$ cat src/rtl/ship_ctrl.sv
// Ship position controller: turns a bouncy quadrature encoder into a clamped,
// frame-synchronous horizontal sprite position for the renderer.
module ship_ctrl #(
    parameter int DEBOUNCE_CYCLES = 16,
    parameter int STEP_PX         = 4,
    parameter int X_MIN           = 0,
    parameter int X_MAX           = 576,
    parameter int X_INIT          = 288,
    parameter int Y_POS           = 400
) (
    input  logic       clk,
    input  logic       reset,
    input  logic       rota,
    input  logic       rotb,
    input  logic       frame_tick,
    output logic [9:0] ship_x,
    output logic [9:0] ship_y,
    output logic       moved,
    output logic       enc_err
);

    localparam int CW = $clog2(DEBOUNCE_CYCLES + 1);
    localparam logic [CW-1:0] CNT_LAST = CW'(DEBOUNCE_CYCLES - 1);
    localparam logic signed [11:0] STEP_S = 12'(STEP_PX);
    localparam logic signed [11:0] XMIN_S = 12'(X_MIN);
    localparam logic signed [11:0] XMAX_S = 12'(X_MAX);
    localparam logic [9:0] XMIN_V = 10'(X_MIN);
    localparam logic [9:0] XMAX_V = 10'(X_MAX);
    localparam logic [9:0] XINIT_V = 10'(X_INIT);
    localparam logic [9:0] YPOS_V = 10'(Y_POS);

    // Bit 1 is channel A, bit 0 is channel B throughout.
    logic [1:0]          sync_meta;
    logic [1:0]          sync_ab;
    logic [1:0]          filt_ab;
    logic [1:0]          prev_ab;
    logic [CW-1:0]       db_cnt [2];
    logic signed [2:0]   sub_cnt;
    logic signed [4:0]   pending;

    logic [1:0]          step_diff;
    logic                q_fwd;
    logic                q_rev;
    logic                q_bad;
    logic signed [2:0]   sub_next;
    logic                det_fwd;
    logic                det_rev;
    logic signed [4:0]   pend_base;
    logic signed [4:0]   pend_next;
    logic signed [11:0]  pend_ext;
    logic signed [11:0]  x_sum;
    logic [9:0]          x_new;

    // Position of a state along the clockwise Gray cycle 00->10->11->01.
    function automatic logic [1:0] gray_pos(input logic [1:0] ab);
        case (ab)
            2'b00:   gray_pos = 2'd0;
            2'b10:   gray_pos = 2'd1;
            2'b11:   gray_pos = 2'd2;
            default: gray_pos = 2'd3;
        endcase
    endfunction

    assign step_diff = gray_pos(filt_ab) - gray_pos(prev_ab);
    assign q_fwd     = (step_diff == 2'd1);
    assign q_rev     = (step_diff == 2'd3);
    assign q_bad     = (step_diff == 2'd2);

    always_comb begin
        sub_next = sub_cnt;
        det_fwd  = 1'b0;
        det_rev  = 1'b0;
        if (q_fwd) begin
            if (sub_cnt == 3'sd3) begin
                sub_next = 3'sd0;
                det_fwd  = 1'b1;
            end else begin
                sub_next = sub_cnt + 3'sd1;
            end
        end else if (q_rev) begin
            if (sub_cnt == -3'sd3) begin
                sub_next = 3'sd0;
                det_rev  = 1'b1;
            end else begin
                sub_next = sub_cnt - 3'sd1;
            end
        end
    end

    // A frame tick hands the old pending to the position update, so a detent
    // landing in that same cycle starts the new accumulation from zero.
    always_comb begin
        pend_base = frame_tick ? 5'sd0 : pending;
        pend_next = pend_base;
        if (det_fwd && pend_base != 5'sd15) begin
            pend_next = pend_base + 5'sd1;
        end else if (det_rev && pend_base != -5'sd15) begin
            pend_next = pend_base - 5'sd1;
        end
    end

    always_comb begin
        pend_ext = {{7{pending[4]}}, pending};
        x_sum    = $signed({2'b00, ship_x}) + pend_ext * STEP_S;
        if (x_sum < XMIN_S) begin
            x_new = XMIN_V;
        end else if (x_sum > XMAX_S) begin
            x_new = XMAX_V;
        end else begin
            x_new = x_sum[9:0];
        end
    end

    // Reset seeds the whole input chain from the live pins so release is quiet.
    always_ff @(posedge clk) begin
        if (!reset) begin
            sync_meta <= {rota, rotb};
            sync_ab   <= {rota, rotb};
            filt_ab   <= {rota, rotb};
            prev_ab   <= {rota, rotb};
            for (int i = 0; i < 2; i++) begin
                db_cnt[i] <= '0;
            end
            sub_cnt   <= 3'sd0;
            pending   <= 5'sd0;
            ship_x    <= XINIT_V;
            ship_y    <= YPOS_V;
            moved     <= 1'b0;
            enc_err   <= 1'b0;
        end else begin
            sync_meta <= {rota, rotb};
            sync_ab   <= sync_meta;
            for (int i = 0; i < 2; i++) begin
                if (sync_ab[i] != filt_ab[i]) begin
                    if (db_cnt[i] == CNT_LAST) begin
                        filt_ab[i] <= sync_ab[i];
                        db_cnt[i]  <= '0;
                    end else begin
                        db_cnt[i]  <= db_cnt[i] + CW'(1);
                    end
                end else begin
                    db_cnt[i] <= '0;
                end
            end
            prev_ab   <= filt_ab;
            sub_cnt   <= sub_next;
            pending   <= pend_next;
            ship_x    <= frame_tick ? x_new : ship_x;
            ship_y    <= YPOS_V;
            moved     <= frame_tick && (x_new != ship_x);
            enc_err   <= q_bad;
        end
    end

endmodule

$ cat config.mk
export PLATFORM = sky130hd
export DESIGN_NAME = ship_ctrl
export DESIGN_NICKNAME = d
export VERILOG_FILES = /design/src/rtl/ship_ctrl.sv
export SDC_FILE = /design/constraint.sdc
export NUM_CORES = 1
export LEC_CHECK = 0
export BUFFER_PORTS_ARGS = -buffer_cell sky130_fd_sc_hd__buf_4
export CORE_UTILIZATION = 45
export CTS_CLUSTER_DIAMETER = 30
export DETAILED_ROUTE_END_ITERATION = 10
export HOLD_SLACK_MARGIN = 0.1
export PLACE_DENSITY = 0.7
export SETUP_SLACK_MARGIN = 0.4
export SKIP_LAST_GASP = 1
export SYNTH_ARGS = -nofsm -noshare
export SYNTH_HDL_FRONTEND = slang
export SYNTH_SLANG_ARGS = --single-unit
$ cat constraint.sdc
create_clock -name clk -period 4 [get_ports clk]
set_input_delay 0.2 -clock clk [delete_from_list [all_inputs] [get_ports clk]]
set_output_delay 0.2 -clock clk [all_outputs]
set_load 0.01 [all_outputs]
==> results.md <==
Pwr:
- The overall power consumption is 1.163 mW.
- The worst-case IR drop observed on VDD is 0.2913 mV.
- Summed over all cells, the static leakage comes to 1.360 nW.
- Power spread over the standard cell area amounts to 391.4 nW/um^2.

Placed design:
- Detailed placement finished with a half-perimeter wire length of 3716 um.
- Buffers placed on the I/O ports in this run total 16.
- At the end of routability-driven placement, the weighted congestion stood at 0.8538.
- The number of placed cells counting well taps is 389.

Clocking:
- The number of buffers inserted to repair setup after CTS is 0.
- The total clock sinks is 38.
- At the later pin of the worst-skew pair, clock insertion delay measures 0.29 ns.
- The number of cells upsized or downsized after cts is 0.
- The H-tree was split into 2 levels.
- TritonCTS built the clock tree.
- The largest buffer count on any clock path is 2.
- The clock slew at the register clock pins of the worst setup and hold paths is 0.08 ns.
- In this run, CTS created clock tree buffers numbering 5.
- The root buffer cell chosen for the clock tree is clkbuf_8.

Logic synthesis:
- The largest total area in the synthesized netlist belongs to dfxtp_1.
- The commonest cells after synthesis are nor2_1 (30), dfxtp_1 (26), ha_1 (25), nand2_1 (25), inv_1 (16).
- The share of flip-flops with an asynchronous set or reset after synthesis is 0.
- Summing every instance area after synthesis gives 2644 sq um.
- After synthesis, the mean cell area works out to 8.842 sq um.
- The number of flip-flops and latches in the synthesized netlist is 38.
- The gate count after technology mapping is 299.
- Sorting the synthesized cells by area gives the leading types as dfxtp_1 (20%), edfxtp_1 (14%), ha_1 (12%).
- The proportion of synthesized chip area in sequential cells is 0.3332.
- The most frequently used cell type in the post-synthesis netlist is nor2_1.
- In this run, synthesis inferred 12 flip-flops with an integrated enable.
- The synthesis warning total is 0.
- For this run, the leading register cell type out of synthesis is dfxtp_1.
- The synthesized netlist contains 59 unique library cells.
- The area share of the largest cell type after synthesis is 0.1969.

Worst setup path:
- The largest fanout of any net on the critical path is 5.
- The stage delay of the slowest cell on the critical path is 0.54 ns.
- The worst setup path is captured at a register.
- The startpoint kind of the worst setup timing path is a register.
- The worst register-to-register path begins at ship_x[2].
- Together, buffers and inverters on the worst path number 0.
- Traced cell by cell, the critical path runs through ha_1, fa_1, a211oi_2, nor4b_1, nand4b_1, a21o_2, o21a_1, or4_4, a221oi_2, o22ai_1.
- On the critical path, the stage with the largest delay is an instance of or4_4.
- The critical path start-end classification is reg2reg.
- The required time of the worst setup path is 4.18 ns.
- The worst setup path startpoint is ship_x[2].
- At the worst endpoint, the arrival time is 3.28 ns.
- Measured in cells, the most critical reg-to-reg path has a length of 10.
- Among cell families on the critical path, the largest total delay comes from compound AO/OA/AOI/OAI gates.
- The critical path runs through a total of 10 cells.

Die:
- The die is 78.65 um wide.
- In this run the count of I/O pins placed on the die edge is 27.
- The standard cell core area is 5574 sq um.
- The floorplan has 27 rows.
- The vertical die dimension is 78.65 um.
- The initial standard-cell utilization of the core is 0.4743.
- The die area is 6186 sq um.

Min path:
- The hold-critical path depth is 2.
- In this run the most critical hold path is launched from reset.
- The worst hold path class is in2reg.

Global route:
- Global routing finished with a remaining overflow of 0.
- Entering global routing, the biggest net connects 33 pins.
- The initial antenna violation count is 0.
- The first global-routing pass estimated 8590 um of wire.
- The via count of the first global-routing pass is 1976.
- The overall global routing resource usage is 0.1753.

Flow run:
- The tool flagged a number of max-cap violations equal to 0.

STA:
- The number of hold violations in the final report is 0.
- Between clock sinks in the finished design, the worst skew comes to 0.008959 ns.
- The final number of max-transition violations is 0.
- The tightest hold path in the finished design has a slack of 0.2528 ns.
- The final total negative setup slack is 0 ns.
- For this run, the top clock speed supported by timing is 322.4 MHz.
- The transition at the pin with the smallest max-transition slack is 0.7467 ns.
- Of the available clock period, the critical path in the final layout requires 0.7755.
- The clock period minus final worst setup slack is 3.102 ns.
- Setup violations remaining at the end of the flow were counted as 0.
- Setup repair after global routing left no endpoint under its margin.
- The relative slew slack is 0.4983.

Layout:
- The share of final-layout standard cells stronger than drive strength 1 is 0.1223.
- Leaving out filler cells and counting taps, the final layout contains 399.
- Compared with the post-synthesis result, the final layout area differs by 12.40%.
- The net count of the finished layout is 357.
- The number of diodes is 0.

Routing:
- In the final routed layout, each cell accounts on average for 12.73 um.
- Dividing the detail-routed via count by the number of cells gives 5.213.
- The via count is 2080.
- The detail route stage leaves a number of antenna-violating nets equal to 0.
- In the routed design, unresolved DRC markers number 0.
- The count of TritonRoute iterations in the first routing pass is 4.
- The number of DRC violations after detailed-routing iteration 0 is 52.
- The overall routed net length is 5081 um.

Run status:
- The run finished with clean final reports.
[area by class of cell]
cell class | instances | area [sq um]
Inverter | 16 | 60.06
Fill cell | 542 | 2603
Tap cell | 72 | 90.09
Multi-Input combinational cell | 247 | 1663
Clock buffer | 5 | 68.82
Clock inverter | 3 | 68.82
Timing Repair Buffer | 18 | 140.1
Sequential cell | 38 | 880.8
[logic make-up (layout without fill, tap and decap cells)]
family                   Yosys count  after routing  synth area share
AND/OR/NAND/NOR                  116            116            0.2243
buffers and inverters             32             42           0.06342
AO/OA/AOI/OAI                     62             62            0.1718
other                              2             20          0.002841
adder cells (fa/ha/maj)           26             26            0.1259
flip-flops                        38             38            0.3332
multiplexers                       4              4           0.01562
XOR/XNOR                          19             19           0.06294
[through the flow]
stage	setup WS, ns	area (sq um)	utilization
after CTS	0.8991	2972	0.5331
after floorplan	1.052	2711	-
after detailed placement	0.9299	2814	0.5048
final	0.8979	2972	0.5331
after global placement	1.002	2814	0.5048
after global routing	0.7690	2972	0.5331
[report_power, final]
group / internal, mW / switching, mW
logic: 0.144 / 0.158
registers: 0.437 / 0.0334
clock network: 0.250 / 0.141
[worst reg2reg max path, delay by kind of cell, from the launching register on]
family	cells	cell delay [ns]
AO/OA/AOI/OAI	5	1.08
adder cells (fa/ha/maj)	2	0.69
flip-flops	1	0.34
AND/OR/NAND/NOR	3	0.88
[sequential cells by signal, indices dropped and copies added (netlist names)]
register,count
enc_err,1
db_cnt,10
sync_meta,2
ship_x,10
filt_ab,2
sync_ab,2
pending,5
moved,1
sub_cnt,3
prev_ab,2
[path summary, 6_finish.rpt]
kind	to	slack, ns
hold / removal	ship_x[8]	0.25
setup / recovery	moved	0.90
setup reg to reg	moved	0.90
hold reg to reg	sync_ab[1]	0.44
[layout by cell type, fill, tap and decap left out, types with 8 or more instances in the layout]
cell      netlist  final
nand2_1        25     25
dfxtp_1        26     26
inv_1          16     16
o21ai_0        13     13
ha_1           25     25
edfxtp_1       12     12
conb_1          2     20
nor2_1         30     30
buf_4          10     16
nand3_1        13     13
xnor2_1        11     11
nor2b_1        10     10
xor2_1          8      8
nand2b_1        9      9
[layer usage]
| layer | GRT usage | wire [um] | vias to the layer above |
|---|---|---|---|
| li1 | - | - | 1072 |
| met1 | 0.2168 | 2411 | 962 |
| met2 | 0.2904 | 2427 | 37 |
| met3 | 0.04070 | 160 | 9 |
| met4 | 0.07407 | 80 | 0 |
| met5 | 0 | 0 | - |
[timing repair]
item,4_1_cts,5_1_grt
endpoints found under the setup margin,0,0
hold endpoints to repair,2,0
hold buffers,2,0
Power figures use the tool's default switching activity.
